`src/rtl/cadence_gen.sv`:
```
// cadence_gen
// -----------------------------------------------------------------------------
// Cadence sensor emulator. Produces a square wave with programmable clean
// high/low phase lengths. Each clean edge can optionally be preceded by a
// contact-bounce burst of glitch pairs. Clean edges are flagged with one-cycle
// pulses, and clean rising edges are counted so that checkers can correlate
// them with a downstream cadence filter.
//
// Ports
//   clk          in   system clock
//   rst          in   synchronous active-high reset
//   en           in   run enable (level). Sampled on IDLE exit and at the end
//                     of each LOW phase only.
//   half_period  in   clean phase length in cycles (0 behaves as 1)
//   bounce_cnt   in   glitch pairs before each clean edge (0 = none)
//   bounce_gap   in   each glitch segment lasts bounce_gap+1 cycles
//   cadence      out  emulated sensor output (registered)
//   edge_rise    out  pulse on the first cycle of each clean HIGH phase
//   edge_fall    out  pulse on the first cycle of each LOW phase that follows
//                     HIGH or BNC_F
//   rev_cnt      out  clean rising edges since reset, wrapping
//   busy         out  high in every state except IDLE
//   dbg_state    out  current FSM state encoding, for checkers
//
// Handshake: there is no valid/ready pair. en is a plain level request, and
// every output is a registered per-cycle value that is valid on every cycle.
// -----------------------------------------------------------------------------
module cadence_gen #(
  parameter int PER_W = 24,
  parameter int BNC_W = 8,
  parameter int REV_W = 16
) (
  input  logic             clk,
  input  logic             rst,
  input  logic             en,
  input  logic [PER_W-1:0] half_period,
  input  logic [BNC_W-1:0] bounce_cnt,
  input  logic [BNC_W-1:0] bounce_gap,
  output logic             cadence,
  output logic             edge_rise,
  output logic             edge_fall,
  output logic [REV_W-1:0] rev_cnt,
  output logic             busy,
  output logic [2:0]       dbg_state
);

  // The toggle counter is one bit wider than the bounce operand so that
  // 2*bounce_cnt segments fit (for example, 255 pairs gives 510 segments).
  localparam int TOG_W = BNC_W + 1;

  typedef enum logic [2:0] {
    S_IDLE  = 3'd0,
    S_LOW   = 3'd1,
    S_BNC_R = 3'd2,
    S_HIGH  = 3'd3,
    S_BNC_F = 3'd4
  } state_t;

  state_t             state_q, state_d;
  logic [PER_W-1:0]   phase_q, phase_d;   // cycles left in a clean phase, minus 1
  logic [BNC_W-1:0]   seg_q, seg_d;       // cycles left in a glitch segment, minus 1
  logic [TOG_W-1:0]   tog_q, tog_d;       // segments left in the burst, minus 1
  logic [BNC_W-1:0]   gap_q, gap_d;       // bounce_gap captured at burst entry
  logic               cadence_q, cadence_d;
  logic               edge_rise_q, edge_rise_d;
  logic               edge_fall_q, edge_fall_d;
  logic [REV_W-1:0]   rev_q, rev_d;
  logic               busy_q, busy_d;

  // Load values are derived from the live operands. Sampling them only on a
  // state entry is what makes a mid-state change take effect at the next entry.
  logic [PER_W-1:0]   phase_load;
  logic [TOG_W-1:0]   tog_load;
  logic               bounce_on;

  // A state change is requested as (enter, tgt). The entry actions, which are
  // counter loads and output values, are applied in a single place below.
  logic               enter;
  state_t             tgt;

  always_comb begin
    phase_load = (half_period == '0) ? '0 : (half_period - PER_W'(1));
    tog_load   = {bounce_cnt, 1'b0} - TOG_W'(1);
    bounce_on  = (bounce_cnt != '0);
  end

  always_comb begin
    state_d     = state_q;
    phase_d     = phase_q;
    seg_d       = seg_q;
    tog_d       = tog_q;
    gap_d       = gap_q;
    cadence_d   = cadence_q;
    edge_rise_d = 1'b0;
    edge_fall_d = 1'b0;
    rev_d       = rev_q;
    busy_d      = busy_q;
    enter       = 1'b0;
    tgt         = S_IDLE;

    case (state_q)
      S_IDLE: begin
        if (en) begin
          enter = 1'b1;
          tgt   = S_LOW;
        end
      end

      S_LOW: begin
        if (phase_q == '0) begin
          enter = 1'b1;
          if (!en)            tgt = S_IDLE;
          else if (bounce_on) tgt = S_BNC_R;
          else                tgt = S_HIGH;
        end else begin
          phase_d = phase_q - PER_W'(1);
        end
      end

      // en is deliberately ignored from here until the end of the next LOW
      // phase, so a started revolution always completes.
      S_HIGH: begin
        if (phase_q == '0) begin
          enter = 1'b1;
          tgt   = bounce_on ? S_BNC_F : S_LOW;
        end else begin
          phase_d = phase_q - PER_W'(1);
        end
      end

      S_BNC_R, S_BNC_F: begin
        if (seg_q == '0) begin
          if (tog_q == '0) begin
            enter = 1'b1;
            tgt   = (state_q == S_BNC_R) ? S_HIGH : S_LOW;
          end else begin
            // The next glitch segment starts with the opposite level.
            tog_d     = tog_q - TOG_W'(1);
            seg_d     = gap_q;
            cadence_d = ~cadence_q;
          end
        end else begin
          seg_d = seg_q - BNC_W'(1);
        end
      end

      default: begin
        enter = 1'b1;
        tgt   = S_IDLE;
      end
    endcase

    if (enter) begin
      state_d = tgt;
      case (tgt)
        S_IDLE: begin
          cadence_d = 1'b0;
          busy_d    = 1'b0;
        end
        S_LOW: begin
          cadence_d   = 1'b0;
          busy_d      = 1'b1;
          phase_d     = phase_load;
          // A LOW phase entered from IDLE is not a clean falling edge.
          edge_fall_d = (state_q == S_HIGH) || (state_q == S_BNC_F);
        end
        S_HIGH: begin
          cadence_d   = 1'b1;
          busy_d      = 1'b1;
          phase_d     = phase_load;
          edge_rise_d = 1'b1;
          rev_d       = rev_q + REV_W'(1);
        end
        S_BNC_R, S_BNC_F: begin
          // A rising burst starts high (1,0,...,0). A falling burst starts
          // low (0,1,...,1).
          cadence_d = (tgt == S_BNC_R);
          busy_d    = 1'b1;
          seg_d     = bounce_gap;
          gap_d     = bounce_gap;
          tog_d     = tog_load;
        end
        default: begin
          cadence_d = 1'b0;
          busy_d    = 1'b0;
        end
      endcase
    end
  end

  // Reset overrides en and aborts any burst with cadence forced low.
  always_ff @(posedge clk) begin
    if (rst) begin
      state_q     <= S_IDLE;
      phase_q     <= '0;
      seg_q       <= '0;
      tog_q       <= '0;
      gap_q       <= '0;
      cadence_q   <= 1'b0;
      edge_rise_q <= 1'b0;
      edge_fall_q <= 1'b0;
      rev_q       <= '0;
      busy_q      <= 1'b0;
    end else begin
      state_q     <= state_d;
      phase_q     <= phase_d;
      seg_q       <= seg_d;
      tog_q       <= tog_d;
      gap_q       <= gap_d;
      cadence_q   <= cadence_d;
      edge_rise_q <= edge_rise_d;
      edge_fall_q <= edge_fall_d;
      rev_q       <= rev_d;
      busy_q      <= busy_d;
    end
  end

  assign cadence   = cadence_q;
  assign edge_rise = edge_rise_q;
  assign edge_fall = edge_fall_q;
  assign rev_cnt   = rev_q;
  assign busy      = busy_q;
  assign dbg_state = state_q;

endmodule

```
`config.mk`:
```
export PLATFORM = sky130hd
export DESIGN_NAME = cadence_gen
export DESIGN_NICKNAME = d
export VERILOG_FILES = /design/src/rtl/cadence_gen.sv
export SDC_FILE = /design/constraint.sdc
export NUM_CORES = 1
export LEC_CHECK = 0
export CORE_MARGIN = 5
export CORE_UTILIZATION = 30
export DETAILED_ROUTE_END_ITERATION = 10
export DONT_BUFFER_PORTS = 1
export HOLD_SLACK_MARGIN = 0.08
export PLACE_DENSITY_LB_ADDON = 0.12
export SLEW_MARGIN = 20
export SYNTH_ARGS = -nofsm -noshare
export SYNTH_HDL_FRONTEND = slang
export SYNTH_SLANG_ARGS = --single-unit
export TNS_END_PERCENT = 1
```
`constraint.sdc`:
```
create_clock -name clk -period 2.91 [get_ports clk]
set_input_delay 0 -clock clk [delete_from_list [all_inputs] [get_ports clk]]
set_output_delay 0 -clock clk [all_outputs]
set_load 0.01 [all_outputs]
```
==> impl_metrics.ini <==
[die]
die_w_um = 131
dieHeight_um = 131
core_sq_um = 14400
num_rows = 44
io_pins = 66
initial_core_util_pct = 30.4
die_area_sq_um = 17200

[grt]
globalRouteOverflowTotal = 0
grt_pass1_wl_um = 20100
antenna_found_initial = 0
grt_max_degree = 60
grt_use_total_pct = 14.6
grt_pass1_vias = 4002

[synthesis]
synth_area_sq_um = 4390
ys_seq_area_share_pct = 32.8
synth_warnings = 0
synth_edf_count = 0
synth-seq-cells = 72
syn_nets = 596
async_flop_share_pct = 0
postSynthCellCount = 543
ys_types = 63
synth_flop_cell = dfxtp_1
syn_area_per_cell_sq_um = 8.09

[power_and_ir_drop]
swShare_pct = 26.6
clockPowerShare_pct = 39.4
power_frac_comb_pct = 16.4
power.internal_mw = 1.79
power_mw = 2.44
p_seq_share_pct = 44.2
ir_drop_mv = 0.296
p_switching_mw = 0.649
power.density_nw_per_um2 = 457
p_leak_nw = 1.76

[final_layout]
stdcell_area_sq_um = 5330
syn_to_final_growth_pct = 21.5
finalNonFillerCells = 773
final_common_cell = dfxtp_1
n_antenna_cell = 0
final_cell_mix = dfxtp_1 (72), nand2_1 (48), dlygate4sd3_1 (46)
finalNetCount = 641
fill_cells = 1505
drive_gt1_share_pct = 8.15
final_util_pct = 37.0

[sta]
fin_worst_skew_ps = 6.64
fin_setup_tns_ps = 0
finalHoldViolations = 0
final_max_slew_viol_count = 0
tightest_slew_ps = 655
max_freq_mhz = 378
finalCriticalPeriod_ps = 2640
period_share_pct = 90.8
max_slew_margin_pct = 56.4
rsz0062_at_grt = no
holdWs_ps = 79.2
finalSetupViolations = 0
final.setup.worst_slack_ps = 268

[critical_path]
crit_slowest_cell = nor4_1
critPathKind = reg -> reg
worst_ep_required_time_ps = 3120
crit_chain = nor4_1 > and3_1 > nand3_1 > o21a_1 > buf_4 > nand2_1 > a21oi_1 > dlygate4sd3_1
r2r_cells = 8
crit_path_start_kind = flop
worstPathMaxFanout = 18
crit_path_start = phase_q[2]
reg2reg_from = phase_q[2]
max_stage_delay_ps = 560
cp-end-kind = flop
crit_arrival_ps = 2850

[drt]
drc = 0
drt_iter0_drc = 175
viasPerCell = 5.26
vias = 4063
ant_nets = 0
dr.pass1.iters = 4
wl_um = 12100
routedWlPerCell_um = 15.7

[clocking]
cts_root_buf = clkbuf_16
clk-insertion-delay-late_ps = 330
cts_num_sinks = 72
cts_tree = yes
cts_buffers = 9
h-tree-depth = 3
clk_path_buf_depth = 2
clkTransAtPathRegs_ps = 50
postCtsSetupRepairBufs = 0

[hold_path]
holdCritStartpoint = rst
min_path_cells = 3
hp-class = in -> reg

[placed_design]
gp_congestion = 0.850
io_buffer_count = 0
place_worst_setup_slack_ps = 433
placedCellCount = 714
place_hpwl_um = 8680
post_dp_cell_area_sq_um = 4600

[run_status]
status = completed

[run]
maxCapViolCount = 0
-- Yosys cell counts, types with 2 or more instances --
library cell | instances | share of area [%]
and2_1 | 3 | 0.43
o2111ai_1 | 2 | 0.40
and4_1 | 2 | 0.40
nor2_1 | 42 | 3.6
o21ai_0 | 18 | 2.1
and3_1 | 3 | 0.43
o21bai_1 | 2 | 0.34
nand4_1 | 11 | 1.6
nor3b_1 | 3 | 0.51
o211ai_1 | 5 | 0.86
nand3b_1 | 3 | 0.51
o22ai_1 | 14 | 2.0
a211oi_1 | 15 | 2.6
nand3_1 | 23 | 2.6
a31oi_1 | 6 | 0.86
inv_1 | 14 | 1.2
a311oi_1 | 3 | 0.60
nor4_1 | 14 | 2.0
nand2b_1 | 4 | 0.57
nand2_1 | 48 | 4.1
clkbuf_1 | 14 | 1.2
nor2b_1 | 5 | 0.71
mux2i_1 | 4 | 0.91
nand4b_1 | 3 | 0.60
ha_1 | 10 | 2.8
nor3_1 | 32 | 3.6
dfxtp_1 | 72 | 33
xor2_1 | 23 | 4.6
a21oi_1 | 41 | 4.7
o31ai_1 | 4 | 0.68
xnor2_1 | 32 | 6.4
or3_1 | 20 | 2.8
o21a_1 | 2 | 0.34
buf_2 | 9 | 1.0
nor4_2 | 3 | 0.86
nand3_2 | 2 | 0.46
or4_1 | 3 | 0.51
nor4_4 | 4 | 1.9
-- registers in the layout (all words and copies together), names as in the netlist --
signal	flops
phase_q	24
edge_rise	1
rev_cnt	16
cadence	1
gap_q	8
tog_q	9
busy	1
dbg_state	3
seg_q	8
edge_fall	1
-- path summary, 6_finish.rpt --
check	endpoint	slack, ps
max	phase_q[14]	270
min	phase_q[12]	80
max reg2reg	phase_q[14]	270
min reg2reg	gap_q[1]	460
-- repair_timing --
action	4_1_cts	5_1_grt
gates resized for setup	0	0
hold buffers	47	0
endpoints found under the hold margin	72	0
-- worst max-delay path, delay by kind of cell (launching register included) --
family	cells	cell delay (ps)
simple gates	4	1130
buf+inv	2	750
flops	1	350
compound gates	2	280
-- area by class of cell --
cell class              count  area (sq um)  area share, %
well taps                 184           230           4.32
clock buffers              10           239           4.48
repair buffers             60           586           11.0
inverters                  14          52.6          0.985
flip-flops and latches     72          1440           27.0
clock inverters             2          10.0          0.188
multi-input cells         431          2780           52.0
-- per-layer routing --
| layer | part of all wire [%] | vias up | wire, um | global-route usage [%] |
|---|---|---|---|---|
| li1 | - | 2075 | - | - |
| met2 | 48 | 80 | 5850 | 24.7 |
| met3 | 4.6 | 9 | 557 | 2.93 |
| met5 | 0 | - | 0 | 0 |
| met4 | 1.2 | 0 | 144 | 4.48 |
| met1 | 46 | 1899 | 5580 | 18.7 |
-- cell families (layout without fill, tap and decap cells) --
kind of cell               Yosys count  in the layout  synth area share (%)
and+or+nand+nor                    240            240                  30.9
AOI/OAI and AO/OA                  121            121                  17.4
DFF                                 72             72                  32.8
xor gates and xnor gates            55             55                  11.0
buffers and inverters               40             86                  3.96
adders and majority gates           10             10                  2.85
muxes                                5              5                  1.17
-- power groups by stage --
stage	clock (mW)	combinational (mW)	sequential (mW)
CTS	0.991	0.401	1.08
finish	0.959	0.400	1.08
global route	1.04	0.444	1.08
floorplan	0	0.258	1.09
global placement	0	0.323	1.10
detailed placement	0	0.323	1.10
Note: power is estimated with default switching activity, not from simulation.
